**src/rtl/serial_approx_add_ctrl.sv**
```systemverilog
// Bit-serial adder sequencer, LSB-first, one full-adder cell per clock.
// The low k bits use lower-part-OR approximation (k = min(approx_bits, WIDTH)).
// Ports:
//   clk, rst_n
//   in_valid/in_ready   : operand handshake (op_a, op_b, cin, approx_bits)
//   out_valid/out_ready : result handshake (sum, cout)
//   busy                : high while bits are being processed
module serial_approx_add_ctrl #(
  parameter int WIDTH = 8,
  parameter int AW    = 4
) (
  input  logic             clk,
  input  logic             rst_n,
  input  logic             in_valid,
  output logic             in_ready,
  input  logic [WIDTH-1:0] op_a,
  input  logic [WIDTH-1:0] op_b,
  input  logic             cin,
  input  logic [AW-1:0]    approx_bits,
  output logic             out_valid,
  input  logic             out_ready,
  output logic [WIDTH-1:0] sum,
  output logic             cout,
  output logic             busy
);

  localparam int CW = (WIDTH > 1) ? $clog2(WIDTH) : 1;
  localparam logic [AW-1:0] KMAX = AW'(WIDTH);
  localparam logic [CW-1:0] LAST = CW'(WIDTH - 1);

  typedef enum logic [1:0] {
    IDLE = 2'd0,
    RUN  = 2'd1,
    DONE = 2'd2
  } state_t;

  state_t           state;
  logic [WIDTH-1:0] a_sh;
  logic [WIDTH-1:0] b_sh;
  logic [AW-1:0]    k_q;
  logic [CW-1:0]    cnt;
  logic             carry;

  logic [AW-1:0] k_in;
  logic          approx;
  logic          a_i;
  logic          b_i;
  logic          s_bit;
  logic          c_nxt;

  assign k_in = (approx_bits > KMAX) ? KMAX : approx_bits;
  assign cout = carry;

  always_comb begin
    a_i    = a_sh[0];
    b_i    = b_sh[0];
    approx = (AW'(cnt) < k_q);
    s_bit  = a_i ^ b_i ^ carry;
    c_nxt  = (a_i & b_i) | (a_i & carry) | (b_i & carry);
    // LOA bits ignore the incoming carry; the last
    // approximate bit's AND seeds the exact part.
    if (approx) begin
      s_bit = a_i | b_i;
      c_nxt = a_i & b_i;
    end
  end

  always_ff @(posedge clk or negedge rst_n) begin
    if (!rst_n) begin
      state     <= IDLE;
      a_sh      <= '0;
      b_sh      <= '0;
      k_q       <= '0;
      cnt       <= '0;
      carry     <= 1'b0;
      sum       <= '0;
      in_ready  <= 1'b1;
      out_valid <= 1'b0;
      busy      <= 1'b0;
    end else begin
      unique case (state)
        IDLE: begin
          if (in_valid) begin
            a_sh     <= op_a;
            b_sh     <= op_b;
            k_q      <= k_in;
            carry    <= (k_in == '0) ? cin : 1'b0;
            cnt      <= '0;
            in_ready <= 1'b0;
            busy     <= 1'b1;
            state    <= RUN;
          end
        end
        RUN: begin
          sum   <= {s_bit, sum[WIDTH-1:1]};
          carry <= c_nxt;
          a_sh  <= a_sh >> 1;
          b_sh  <= b_sh >> 1;
          cnt   <= cnt + 1'b1;
          if (cnt == LAST) begin
            cnt       <= '0;
            busy      <= 1'b0;
            out_valid <= 1'b1;
            state     <= DONE;
          end
        end
        DONE: begin
          if (out_ready) begin
            out_valid <= 1'b0;
            in_ready  <= 1'b1;
            state     <= IDLE;
          end
        end
        default: begin
          state     <= IDLE;
          in_ready  <= 1'b1;
          out_valid <= 1'b0;
          busy      <= 1'b0;
        end
      endcase
    end
  end

endmodule

```
**config.mk**
```make
export PLATFORM = sky130hd
export DESIGN_NAME = serial_approx_add_ctrl
export DESIGN_NICKNAME = d
export VERILOG_FILES = /design/src/rtl/serial_approx_add_ctrl.sv
export SDC_FILE = /design/constraint.sdc
export NUM_CORES = 1
export LEC_CHECK = 0
export CAP_MARGIN = 20
export CORE_ASPECT_RATIO = 0.8
export CORE_MARGIN = 2
export CORE_UTILIZATION = 40
export CTS_CLUSTER_SIZE = 10
export DETAILED_ROUTE_END_ITERATION = 12
export PLACE_DENSITY = 0.68
export SLEW_MARGIN = 20
export SYNTH_ARGS = -nofsm -noshare
export SYNTH_HDL_FRONTEND = slang
export SYNTH_SLANG_ARGS = --single-unit
```
**constraint.sdc**
```tcl
create_clock -name clk -period 1.6 [get_ports clk]
set_clock_uncertainty 0.15 [all_clocks]
set_input_delay 0.32 -clock clk [delete_from_list [all_inputs] [get_ports clk]]
set_output_delay 0.32 -clock clk [all_outputs]
set_load 0.05 [all_outputs]
```
==> results of run 1 <==
-- power groups by stage --
stage               combinational [mW]  clock, mW  sequential, mW
finish                            2.71      0.835            1.79
global route                      3.02      0.901            1.86
CTS                               2.69      0.850            1.79
detailed placement                2.68          0            1.80
global placement                  2.62          0            1.78
floorplan                         1.30          0            2.10
-- worst max-delay path, stage by stage (launching register included) --
cell	delay, ps
dfrtp_1	380
inv_2	70
ha_4	190
a211o_1	300
a21bo_1	190
a211oi_2	160
-- cells by family after synthesis --
logic type | count (synthesis) | synth area share (%)
compound gates | 37 | 13.4
buf+inv | 15 | 4.90
flops | 37 | 53.3
simple gates | 96 | 22.9
fa+ha+maj | 7 | 5.47
-- stage by stage --
step | hold WS, ps | setup TNS, ps | setup WS (ps) | utilization (%) | power, mW
final | 310 | 0 | 76.2 | 59.6 | 5.34
after detailed placement | 93.2 | -1860 | -150 | 55.9 | 4.48
after CTS | 315 | 0 | 6.80 | 59.0 | 5.33
after global placement | 93.9 | -1130 | -101 | 55.9 | 4.40
after global routing | 333 | -15.1 | -15.1 | 59.6 | 5.78
after floorplan | -126 | 0 | 5.67 | - | 3.39
-- layout by cell type (no fill, tap or decap), types with 2 or more instances in the layout --
cell | netlist | final
nand2_1 | 62 | 62
dfrtp_1 | 36 | 34
clkdlybuf4s50_1 | 0 | 23
nor2_1 | 22 | 21
a31oi_1 | 14 | 14
buf_12 | 0 | 14
buf_4 | 1 | 12
o21ai_0 | 10 | 10
clkbuf_8 | 0 | 6
a21oi_1 | 5 | 5
ha_1 | 6 | 5
inv_1 | 4 | 3
nand2b_1 | 3 | 3
nand3b_1 | 3 | 3
nor2b_1 | 2 | 2
dfrtp_2 | 0 | 2
-- final timing paths --
kind | from | slack (ps) | end
worst max register to register | k_q[1] | 80 | cout
worst min register to register | b_sh[1] | 350 | b_sh[0]
worst max-delay path | k_q[1] | 80 | cout
worst min-delay path | rst_n | 310 | sum[0]
min in group clk | b_sh[1] | 350 | b_sh[0]
max in group asynchronous | rst_n | 550 | b_sh[5]
-- per-layer routing --
metal	part of all wire (%)	global-route usage, %	wire length (um)
met1	46	22.9	1670
met2	48	25.3	1730
met3	4.9	4.05	179
met4	1.7	7.37	61
met5	0	0	0
-- final cells by class --
class / count / area (sq um) / area share [%]
Timing Repair Buffer: 51 / 616 / 24.7
Inverter: 4 / 15.0 / 0.603
Clock inverter: 1 / 30.0 / 1.21
Sequential cell: 37 / 930 / 37.4
Multi-Input combinational cell: 140 / 741 / 29.8
Clock buffer: 7 / 86.3 / 3.47
Tap cell: 57 / 71.3 / 2.87
-- registers in the layout, indices dropped and copies added, names as in the netlist --
name,count
a_sh,8
b_sh,8
sum,8
k_q,4
cnt,3
state,2
busy,1
cout,1
in_ready,1
out_valid,1
-- what timing repair did --
action                                 in CTS  in global routing
buffers inserted                            0                  1
resized for setup                           0                  5
hold buffers                                1                  0
setup endpoints to repair                   0                  9
endpoints found under the hold margin      11                  0
==> run summary, run 1 <==
Status - finished, final reports clean
Area growth from synthesis to layout - 43.2%
LEAKAGE - 1.14 nW
Core area - 4180 sq um
Largest net degree at the start of global routing - 27
DP Cell Count - 287
Vias after detailed routing - 1419
Setup violations, final - 0
Post-Synthesis Cell Area - 1740 sq um
Die height - 63.0 um
Total die area - 4890 sq um
Synthesized net count - 224
Clk_lat worst skew - 290 ps
Fillers - 348
Clk pwr share - 15.6%
Share of layout cells above drive strength 1 - 17.9%
Register area share after synthesis - 53.3%
Finished Cell Area - 2490 sq um
Internal power - 3.17 mW
Max_cap viols - 0
Synth Instances - 192
First-pass GRT wire length - 6360 um
WL/cell - 12.2 um
FF+latch count, synth - 37
Final Hold Vio Count - 0
Tmin final - 1520 ps
Non-filler cells, final - 297
Clk buf depth - 2
Final nets - 271
Number of cell rows - 21
Post-synth top area cell - dfrtp_1
Logic gate share of total power - 50.8%
Detail Route Antenna Nets - 0
Worst EP arrival - 1590 ps
Number of vias per cell - 4.78
Placer Congestion - 0.749
Sw frac - 40.7%
Starting Density - 41.6%
Worst min path class - in -> async
Worst VDD drop - 0.924 mV
Most instantiated cells after synthesis - nand2_1, dfrtp_1, nor2_1
Fmax - 656 MHz
Worst R2R Path Depth - 5
WS Path Type - reg -> reg
Worst slew pin tran - 343 ps
Drt pass-1 iters - 4
Ant. Diodes - 0
CTS tree - built
GRT Total Usage - 16.8%
Initial antenna violation count - 0
Most frequent cell after synthesis - nand2_1
Syn Area/Cell - 9.05 sq um
Worst path required time - 1660 ps
Post-DP HPWL - 2620 um
Crit-path max FO - 4
Sequential share of power - 33.6%
CTS Root Buffer Type - clkbuf_8
Cts bufs inserted - 5
Clk sink count - 37
H-tree levels - 2
Grt ovf - 0
Ys async rst share - 100%
RSZ-0062 raised after global routing - yes
IO Port Bufs - 36
Fin crit share - 95.2%
Number of synthesized flops with an enable pin - 0
Top Ports - 37
Nature of the critical path startpoint - flip-flop
DP Area - 2340 sq um
Switching pwr - 2.17 mW
Cell area power density - 2150 nW/um^2
Aggregate routed wire length - 3640 um
Clock slew at reported path FFs - 70 ps
Max Slew Vio Count - 0
Die X - 77.7 um
DRC - 0
Yosys cell types - 28
DR iter-0 viols - 52
Post-synth top area share - 51.8%
Vias in the first global route - 1380
Endpoint class of the critical path - flip-flop
Largest cells by area after synthesis - dfrtp_1, nand2_1, a31oi_1
Synth Warn # - 0
Top FF cell, synth - dfrtp_1
Slew headroom - 76.9%
Power figures use the tool's default switching activity.
==> run 2, diff against run 1 <==
- CORE_UTILIZATION: 40 -> 45
- PLACE_DENSITY: 0.68 -> 0.75
==> run 2 against run 1 <==
Hold slack improved by 20 ps. Combinational power down 2%. Global-route usage rose by 1.4 points. Largest power group unchanged.
==> run summary, run 2 (synthesis results as in run 1) <==
Clk buf depth - 2 (unchanged)
Total die area - 4380 sq um (was 4890 sq um)
Non-filler cells, final - 281 (was 297)
Slew headroom - 82.2% (was 76.9%)
Max_cap viols - 0 (unchanged)
Die height - 59.6 um (was 63.0 um)
GRT Total Usage - 18.2% (was 16.8%)
Grt ovf - 0 (unchanged)
Nature of the critical path startpoint - flip-flop (unchanged)
Largest net degree at the start of global routing - 38 (was 27)
DRC - 0 (unchanged)
Area growth from synthesis to layout - 38.2% (was 43.2%)
Fin crit share - 98.4% (was 95.2%)
DP Cell Count - 272 (was 287)
CTS Root Buffer Type - clkbuf_8 (unchanged)
Setup violations, final - 0 (unchanged)
Final Hold Vio Count - 0 (unchanged)
Cts bufs inserted - 5 (unchanged)
RSZ-0062 raised after global routing - yes (unchanged)
Clk sink count - 37 (unchanged)
Tmin final - 1570 ps (was 1520 ps)
First-pass GRT wire length - 5960 um (was 6360 um)
Power Total - 5.06 mW (was 5.34 mW)
Clk_lat worst skew - 290 ps (about the same)
Die X - 73.5 um (was 77.7 um)
Critical Path Source - cnt[1] (was k_q[1])
Largest regs - a_sh: 8 flops, b_sh: 8 flops, sum: 8 flops (unchanged)
Share of layout cells above drive strength 1 - 15.2% (was 17.9%)
DP Area - 2310 sq um (was 2340 sq um)
Top Ports - 37 (unchanged)
M1 WL - 1730 um (was 1670 um)
Placer Congestion - 0.795 (was 0.749)
Metal2 WL - 1540 um (was 1730 um)
Hold_sp - k_q[0]
Setup tns final - 0 ps (unchanged)
Fmax - 635 MHz (was 656 MHz)
DR iter-0 viols - 54 (was 52)
Slowest CP cell - dfrtp_1 (unchanged)
WS Path Type - reg -> reg (unchanged)
Status - finished, final reports clean (unchanged)
Worst path required time - 1660 ps (about the same)
Core area - 3750 sq um (was 4180 sq um)
Top Metal Used - met4 (unchanged)
Worst EP arrival - 1640 ps (was 1590 ps)
Routed met3 length - 185 um (was 179 um)
Final nets - 268 (was 271)
Number of cell rows - 20 (was 21)
H-tree levels - 2 (unchanged)
Ant. Diodes - 0 (unchanged)
Aggregate routed wire length - 3500 um (was 3640 um)
Commonest non-fill, non-tap cells in the layout - nand2_1, dfrtp_1, clkdlybuf4s50_1 (unchanged)
Fillers - 318 (was 348)
WHS - 330 ps (was 310 ps)
Chain of cells forming the critical path - ha_1 > a211o_1 > a21bo_1 > a211oi_2 (was inv_2 > ha_4 > a211o_1 > a21bo_1 > a211oi_2)
Worst slew pin tran - 267 ps (was 343 ps)
WL/cell - 12.5 um (was 12.2 um)
LEAKAGE - 1.11 nW (was 1.14 nW)
Detail Route Antenna Nets - 0 (unchanged)
Post-DP HPWL - 2540 um (was 2620 um)
CTS tree - built (unchanged)
Vias after detailed routing - 1422 (was 1419)
Worst reg2reg startpoint - cnt[1] (was k_q[1])
Number of vias per cell - 5.06 (was 4.78)
Max Slew Vio Count - 0 (unchanged)
Crit-path max FO - 4 (unchanged)
Final Core Density - 64.0% (was 59.6%)
Setup bufs post-CTS - 0 (unchanged)
Clock slew at reported path FFs - 70 ps (about the same)
Initial antenna violation count - 0 (unchanged)
Cell area power density - 2110 nW/um^2 (was 2150 nW/um^2)
Endpoint class of the critical path - flip-flop (unchanged)
IO Port Bufs - 36 (unchanged)
Place WS - -136 ps (was -150 ps)
Drt pass-1 iters - 4 (unchanged)
Setup ws final - 25.9 ps (was 76.2 ps)
CP peak stage delay - 410 ps (was 380 ps)
Worst VDD drop - 0.799 mV (was 0.924 mV)
Vias in the first global route - 1327 (was 1380)
Most common cell after layout, fill and taps aside - nand2_1 (unchanged)
Worst min path class - reg -> reg (was in -> async)
Finished Cell Area - 2400 sq um (was 2490 sq um)
Starting Density - 46.3% (was 41.6%)
-- run 2: metal layers --
| layer | track usage, % | vias to the layer above |
|---|---|---|
| met5 | 0 | - |
| met4 | 5.45 | 0 |
| met3 | 6.80 | 6 |
| met2 | 26.7 | 32 |
| met1 | 25.2 | 665 |
| li1 | - | 719 |
-- run 2: final cells by class --
cell class                 count  area, sq um  area share, %
sequential                    37          927           38.6
clock inverter                 2         10.0          0.417
multi-input combinational    140          728           30.3
timing repair buffer          48          593           24.7
tap                           44         55.1           2.29
clock buffer                   6         72.6           3.02
inverter                       4         15.0          0.625
-- run 2: worst max-delay path, delay by kind of cell, from the launching register on --
family | cells | cell delay [ps]
AOI/OAI and AO/OA | 3 | 660
DFF | 1 | 410
adders and majority gates | 1 | 280
-- run 2: final timing paths --
check                           endpoint  slack [ps]  depth (start not counted)
worst max-delay path                cout          30                          4
max in group asynchronous       in_ready         690                          3
min in group asynchronous        a_sh[4]         360                          3
worst min-delay path              k_q[0]         330                          2
worst min register to register    k_q[0]         330                          2
worst max register to register      cout          30                          4
-- run 2: timing repair --
item,CTS,global route
endpoints found under the setup margin,0,1
hold endpoints to repair,36,0
hold buffers,1,0
resized for setup,0,1
-- run 2: where the power goes --
part	leakage (nW)	internal, mW	switching, mW
logic	0.626	1.23	1.43
registers	0.442	1.39	0.380
clock network	0.0450	0.302	0.328
total	1.11	2.92	2.14
